### src/rtl/opr1_sequencer.sv
// PDP-8 Group 1 operate sequencer: walks CLR -> CMP -> INC -> ROT over a latched AC/Link,
// skipping disabled phases, and hands the rotate phase to the external shared rotater.
module opr1_sequencer #(
   parameter int WIDTH = 12
) (
   input  logic             clk_i,
   input  logic             reset_n_i,
   input  logic             start_i,
   input  logic [11:0]      ir_i,
   input  logic [WIDTH-1:0] ac_in_i,
   input  logic             l_in_i,
   output logic             busy_o,
   output logic             done_o,
   output logic             ill_o,
   output logic [WIDTH-1:0] ac_out_o,
   output logic             l_out_o,
   output logic [2:0]       rot_op_o,
   output logic [WIDTH-1:0] rot_ai_o,
   output logic             rot_li_o,
   output logic             rot_oe_o,
   input  logic [WIDTH-1:0] rot_ao_i,
   input  logic             rot_lo_i
);

   typedef enum logic [2:0] {
      S_IDLE = 3'd0,
      S_CLR  = 3'd1,
      S_CMP  = 3'd2,
      S_INC  = 3'd3,
      S_ROT  = 3'd4,
      S_DONE = 3'd5
   } state_t;

   state_t           state_q, state_d;
   logic [11:0]      ir_q;
   logic [WIDTH-1:0] ac_q, ac_d, ac_out_q;
   logic             l_q, l_d, l_out_q;

   logic [11:0]      ir_sel;
   logic             grp1, en_clr, en_cmp, en_inc, en_rot;
   state_t           after_clr, after_cmp, after_inc, after_idle;
   logic [WIDTH:0]   inc_sum;

   // In IDLE the phase plan comes from the incoming word; afterwards from the latched copy.
   assign ir_sel = (state_q == S_IDLE) ? ir_i : ir_q;
   assign grp1   = (ir_sel[11:8] == 4'b1110);
   assign en_clr = grp1 & (ir_sel[7] | ir_sel[6]);
   assign en_cmp = grp1 & (ir_sel[5] | ir_sel[4]);
   assign en_inc = grp1 & ir_sel[0];
   assign en_rot = grp1 & (|ir_sel[3:1]);

   assign after_inc  = en_rot ? S_ROT : S_DONE;
   assign after_cmp  = en_inc ? S_INC : after_inc;
   assign after_clr  = en_cmp ? S_CMP : after_cmp;
   assign after_idle = en_clr ? S_CLR : after_clr;

   assign inc_sum = {1'b0, ac_q} + {{WIDTH{1'b0}}, 1'b1};

   always_ff @(posedge clk_i) begin
      if (!reset_n_i) begin
         state_q <= S_IDLE;
      end else begin
         state_q <= state_d;
      end
   end

   always_comb begin
      state_d = state_q;
      case (state_q)
         S_IDLE:  if (start_i) state_d = after_idle;
         S_CLR:   state_d = after_clr;
         S_CMP:   state_d = after_cmp;
         S_INC:   state_d = after_inc;
         S_ROT:   state_d = S_DONE;
         S_DONE:  state_d = S_IDLE;
         default: state_d = S_IDLE;
      endcase
   end

   // Working AC/Link next value for whichever phase is active this cycle.
   always_comb begin
      ac_d = ac_q;
      l_d  = l_q;
      case (state_q)
         S_IDLE: begin
            if (start_i) begin
               ac_d = ac_in_i;
               l_d  = l_in_i;
            end
         end
         S_CLR: begin
            if (ir_q[7]) ac_d = '0;
            if (ir_q[6]) l_d  = 1'b0;
         end
         S_CMP: begin
            if (ir_q[5]) ac_d = ~ac_q;
            if (ir_q[4]) l_d  = ~l_q;
         end
         S_INC: begin
            ac_d = inc_sum[WIDTH-1:0];
            l_d  = l_q ^ inc_sum[WIDTH];
         end
         S_ROT: begin
            ac_d = rot_ao_i;
            l_d  = rot_lo_i;
         end
         default: ;
      endcase
   end

   always_ff @(posedge clk_i) begin
      if (!reset_n_i) begin
         ir_q     <= '0;
         ac_q     <= '0;
         l_q      <= 1'b0;
         ac_out_q <= '0;
         l_out_q  <= 1'b0;
      end else begin
         ac_q <= ac_d;
         l_q  <= l_d;
         if (state_q == S_IDLE && start_i) ir_q <= ir_i;
         // Result registers load on the edge that enters DONE so they are valid with the pulse.
         if (state_d == S_DONE) begin
            ac_out_q <= ac_d;
            l_out_q  <= l_d;
         end
      end
   end

   always_comb begin
      busy_o   = 1'b0;
      done_o   = 1'b0;
      ill_o    = 1'b0;
      rot_oe_o = 1'b0;
      rot_op_o = 3'b000;
      rot_ai_o = '0;
      rot_li_o = 1'b0;
      case (state_q)
         S_CLR, S_CMP, S_INC: busy_o = 1'b1;
         S_ROT: begin
            busy_o   = 1'b1;
            rot_oe_o = 1'b1;
            rot_op_o = ir_q[3:1];
            rot_ai_o = ac_q;
            rot_li_o = l_q;
         end
         S_DONE: begin
            done_o = 1'b1;
            ill_o  = (ir_q[11:8] != 4'b1110);
         end
         default: ;
      endcase
   end

   assign ac_out_o = ac_out_q;
   assign l_out_o  = l_out_q;

endmodule

### config.mk
export PLATFORM = sky130hd
export DESIGN_NAME = opr1_sequencer
export DESIGN_NICKNAME = d
export VERILOG_FILES = /design/src/rtl/opr1_sequencer.sv
export SDC_FILE = /design/constraint.sdc
export NUM_CORES = 1
export LEC_CHECK = 0
export CORE_MARGIN = 4
export CORE_UTILIZATION = 44
export CTS_BUF_LIST = sky130_fd_sc_hd__clkbuf_16
export DETAILED_ROUTE_END_ITERATION = 7
export PLACE_DENSITY = 0.74
export SYNTH_ARGS = -nofsm -noshare
export SYNTH_HDL_FRONTEND = slang
export SYNTH_SLANG_ARGS = --single-unit
### constraint.sdc
create_clock -name clk_i -period 5 [get_ports clk_i]
set_input_delay 1.5 -clock clk_i [delete_from_list [all_inputs] [get_ports clk_i]]
set_output_delay 1.5 -clock clk_i [all_outputs]
set_load 0.03 [all_outputs]
==> metrics, run 1 <==
outcome=complete, no violations; initial antenna violation count=0; Max Cap Viol=0; critical path arrival=2.42 ns; clock slew at the register clock pins of the worst setup and hold paths=0.06 ns; dpl cell area=3330 um^2; Hold Fails Final Rpt=0; Die X=84.6 um; Residual DRC=0; hold-fix buffers at CTS=0; fmax=0.255 GHz; Final min period=3.92 ns; final setup TNS=0 ns; WP data required=3.50 ns; die area=7160 um^2; Post-synth ARST share=0%; global route overflow=0; cts repair resizes=0; sequential power share=30.3%; # nets final=425; Slew HR=48.3%; synth warn=0; Synth top area share=31.8%; Initial DRT Pass Iterations=5; via/cell ratio=5.81; total number of vias=2,648; Pwr Density=522 nW/um^2; Synth Register Bits=41; Inst Count DP=448; GP Congestion=0.924; Post-Route WL=7780 um; final antenna diode count=0; Int Pwr=1060 uW; CP max FO=18; Switch Pwr=766 uW; Hold WS=0.471 ns; Clock Power Share=19.9%; clk root buf=clkbuf_16; share of layout cells above drive strength 1=10.9%; setup violators final=0; Least-Margin Pin Slew=0.774 ns; initial core utilization=46.0%; CP Launch Type=register; sequential area share after synthesis=31.8%; overall global routing resource usage=22.0%; Starting DRT DRC Count=389; CTS Buffer Depth=2; max-slew violation count=0; Rows=27; Unique masters post-synth=63; number of global-route vias before repair=2,572; area delta synth->final=35.3%; Logic pwr share=49.8%; fin cells=456; Synth Instances=321; I/O pin total=74; Yosys top cell by area=dfxtp_1; Antenna Nets Post-Route=0; design area=3490 um^2; syn avg cell area=8.04 um^2; PortBufs=73; EDFF count, synth=0; die span in y=84.6 um; largest net degree at the start of global routing=29; Sw Share=42.0%; Setup Skew=0.00265 ns; clk sinks=41; commonest non-fill, non-tap cell in the layout=clkdlybuf4s50_1; DP Wirelength=5540 um; syn_nets=363; TritonCTS Buffers=5; CP endpoint kind=primary output; Setup CP Type=register to primary output; commonest non-fill, non-tap cells in the layout=clkdlybuf4s50_1 (73), nand2_1 (41), dfxtp_1 (41), nor2_1 (27), a21oi_1 (25); Synth area leaders=dfxtp_1 (32%), nand2_1 (6.0%), mux2_4 (5.8%), and3_1 (5.1%), a21oi_1 (4.8%); dominant synthesized flop cell=dfxtp_1; peak supply drop=255 uV; depth of the CTS H-tree=2; fin crit share=78.4%; min-delay worst type=register to register; Leak=0.00138 uW; routed length per instance=17.1 um; Post-Syn Area=2580 um^2; RSZ-0062 raised after global routing=no; postcts setup bufs=0; first-pass GRT wire length=13,000 um; clk_lat worst skew=0.28 ns; CORE AREA=5610 um^2; CTS tree=built
-- power groups by stage --
stage,clock network (uW),registers [uW],logic (uW)
floorplan,0,565,601
global placement,0,556,887
detailed placement,0,555,895
CTS,367,550,903
global route,382,571,976
finish,364,553,908
-- path summary, 6_finish.rpt --
kind,startpoint,to,slack [ns],cells after the start
worst max-delay path,state_q[0],rot_oe_o,1.08,3
worst min-delay path,ir_q[2],ir_q[2],0.47,2
worst max register to register,state_q[0],ac_out_o[6],1.98,7
worst min register to register,ir_q[2],ir_q[2],0.47,2
-- critical path, cell delays in order, from the launching register on --
cell and delay (ns):
dfxtp_1 0.55, or2_1 0.46, nor2_1 0.37, clkdlybuf4s50_1 0.76
-- per-layer routing --
layer / wire [um] / track usage, % / vias to the layer above
met1: 3240 / 29.3 / 1221
met5: 0 / 0 / -
li1: - / - / 1279
met4: 140 / 4.75 / 0
met3: 661 / 5.99 / 15
met2: 3740 / 35.6 / 133
-- stage by stage --
step           utilization [%]  power, uW  setup slack, ns
2_1_floorplan                -       1170             2.03
3_3_place_gp              59.3       1440            0.956
3_5_place_dp              59.3       1450            0.886
4_1_cts                   62.3       1820             1.12
5_1_grt                   62.3       1930            0.964
6_report                  62.3       1830             1.08
-- flip-flops by register name, summed over array words and instances (netlist names) --
register and cells:
ir_q 12, l_q 1, l_out_o 1, state_q 3, ac_out_o 12, ac_q 12
-- cell type report --
class | count | area [um^2]
Inverter | 5 | 18.8
Timing Repair Buffer | 80 | 783
Clock buffer | 5 | 125
Clock inverter | 3 | 41.3
Multi-Input combinational cell | 250 | 1610
Fill cell | 518 | 2110
Tap cell | 72 | 90.1
Sequential cell | 41 | 821
-- synth_stat cells, drive strengths merged (4+ instances only) --
cell type,count
o21a,4
mux2,15
nor2,28
inv,4
o21ai,14
nor3,17
a21oi,25
a31oi,8
dfxtp,41
clkbuf,14
mux2i,4
and2,16
nand3,6
buf,11
nand2,41
a22oi,5
and3,21
-- kinds of logic (layout without fill, tap and decap cells) --
| family | count (synthesis) | after routing | share of synthesized area [%] |
|---|---|---|---|
| AOI/OAI and AO/OA | 77 | 77 | 20.1 |
| and+or+nand+nor | 151 | 151 | 31.7 |
| xor gates and xnor gates | 2 | 2 | 0.679 |
| buffers and inverters | 30 | 93 | 5.67 |
| muxes | 19 | 19 | 9.55 |
| DFF | 41 | 41 | 31.8 |
| adders and majority gates | 1 | 1 | 0.485 |
Note: power is estimated with default switching activity, not from simulation.
==> inputs of run 2 (changes only) <==
- clock period: 5 -> 4.1 ns (I/O delays scaled with it)
==> run 2 against run 1 <==
Effect of this change:
- core utilization stayed put
- routed wire length shrank 0.45%
- cell area stayed put
- sequential power grew 17%
- combinational power up 27%
- via count shrank 0.23%
- non-clock buffer count grew 3
- worst setup slack lost 0.73 ns
- clock power is 5% higher
- sequential share of layout area unchanged
==> metrics, run 2 (same netlist as run 1, synthesis figures left out) <==
outcome=complete, no violations; Antenna Nets Post-Route=0; CP Cell Sequence=nor2_1, and3_1, clkdlybuf4s50_1; depth of the CTS H-tree=2; sequential power share=29.6%; design area=3490 um^2; Fillers=524; GP Congestion=0.907; initial antenna violation count=0; peak supply drop=329 uV; area delta synth->final=35.3%; I/O pin total=74; number of global-route vias before repair=2,464; Hold Fails Final Rpt=0; Slew HR=15.8%; Die X=84.6 um; clock slew at the register clock pins of the worst setup and hold paths=0.06 ns; r2r startpoint=state_q[2]; r2r endpoint=ac_out_o[8]; CP Launch Type=register; critical path arrival=2.52 ns; CP Capture Point=rot_li_o; postcts setup bufs=0; CP endpoint kind=primary output; Pwr Density=624 nW/um^2; crit-path leading delay family=simple AND/OR/NAND/NOR gates; R2R depth=7; clk sinks=41; max incr delay on CP=0.94 ns; die span in y=84.6 um; # nets final=428; commonest non-fill, non-tap cells in the layout=clkdlybuf4s50_1 (73), nand2_1 (41), dfxtp_1 (41), nor2_1 (27), a21oi_1 (25); Setup Skew=0.00480 ns; Switch Pwr=941 uW; fin crit share=91.4%; Residual DRC=0; Initial DRT Pass Iterations=5; global route overflow=0; share of layout cells above drive strength 1=11.6%; WP data required=2.87 ns; total number of vias=2,642; CTS Buffer Depth=2; hold-fix buffers at CTS=0; Logic pwr share=52.9%; Setup CP Type=register to primary output; dpl cell area=3360 um^2; TritonCTS Buffers=5; clk_lat worst skew=0.29 ns; initial core utilization=46.0%; die area=7160 um^2; Max Cap Viol=0; Sw Share=43.1%; cts repair resizes=0; Inst Count DP=451; DP Wirelength=5590 um; final antenna diode count=0; RSZ-0062 raised after global routing=no; critical path launch point=state_q[0]; Post-Route WL=7740 um; Clock Power Share=17.5%; via/cell ratio=5.76; Starting DRT DRC Count=319; commonest non-fill, non-tap cell in the layout=clkdlybuf4s50_1; final setup TNS=0 ns; routed length per instance=16.9 um; overall global routing resource usage=21.5%; first-pass GRT wire length=12,500 um; min-delay worst type=register to register; register area=821 um^2; clk root buf=clkbuf_16; CP max FO=21; fmax=0.267 GHz; CTS tree=built; max-slew violation count=0; Leak=0.00139 uW; multi-input logic area=1620 um^2; largest net degree at the start of global routing=38; Final min period=3.75 ns; Int Pwr=1240 uW; CP bufs+invs=1; CP Depth=3; r2r setup slk=1.58 ns; fin cells=459; setup violators final=0; CORE AREA=5610 um^2; Rows=27; Least-Margin Pin Slew=1.26 ns; PortBufs=73; CP max stage cell=nor2_1
==> run 2: how the worst min path moves through the flow <==
stage / from / endpoint / cells past startpoint
after global routing: ir_q[8] / ir_q[8] / 2
after CTS: ir_q[1] / ir_q[1] / 2
after global placement: ir_q[8] / ir_q[8] / 2
final: ir_q[8] / ir_q[8] / 2
after floorplan: ir_q[7] / ir_q[7] / 2
after detailed placement: ir_q[1] / ir_q[1] / 2
==> run 2: final cells by class <==
cell class	instances	share of cell area, %
clock inverter	3	0.358
clock buffer	5	3.58
multi-input combinational	250	46.4
sequential	41	23.5
timing repair buffer	83	23.1
inverter	5	0.537
tap	72	2.58
==> run 2: stage by stage <==
| stage | utilization (%) | hold WS [ns] | power (uW) | setup WS [ns] |
|---|---|---|---|---|
| after CTS | 62.3 | 0.465 | 2170 | 0.402 |
| final | 62.3 | 0.463 | 2180 | 0.352 |
| after floorplan | - | 0.436 | 1420 | 1.40 |
| after global placement | 59.8 | 0.449 | 1770 | 0.680 |
| after detailed placement | 59.8 | 0.457 | 1790 | 0.682 |
| after global routing | 62.3 | 0.485 | 2290 | 0.225 |
==> run 2: power groups by stage <==
| stage | clock, uW | combinational [uW] | sequential, uW |
|---|---|---|---|
| after global placement | 0 | 1130 | 647 |
| after floorplan | 0 | 733 | 689 |
| after CTS | 381 | 1150 | 641 |
| final | 382 | 1150 | 646 |
| after global routing | 398 | 1230 | 664 |
| after detailed placement | 0 | 1140 | 647 |
==> run 2: worst register-to-register path: cells and delay by family (launching register included) <==
family / cells / cell delay, ns
AND/OR/NAND/NOR: 2 / 0.66
AO/OA/AOI/OAI: 3 / 0.57
flip-flops: 1 / 0.52
buffers and inverters: 1 / 0.42
multiplexers: 1 / 0.25
==> run 2: layer usage <==
metal	routed length (um)	vias to the layer above	GRT usage [%]	part of all wire, %
li1	-	1292	-	-
met1	3480	1219	29.7	45
met2	3600	122	33.2	47
met3	547	9	5.10	7.1
met4	110	0	6.33	1.4
met5	0	-	0	0
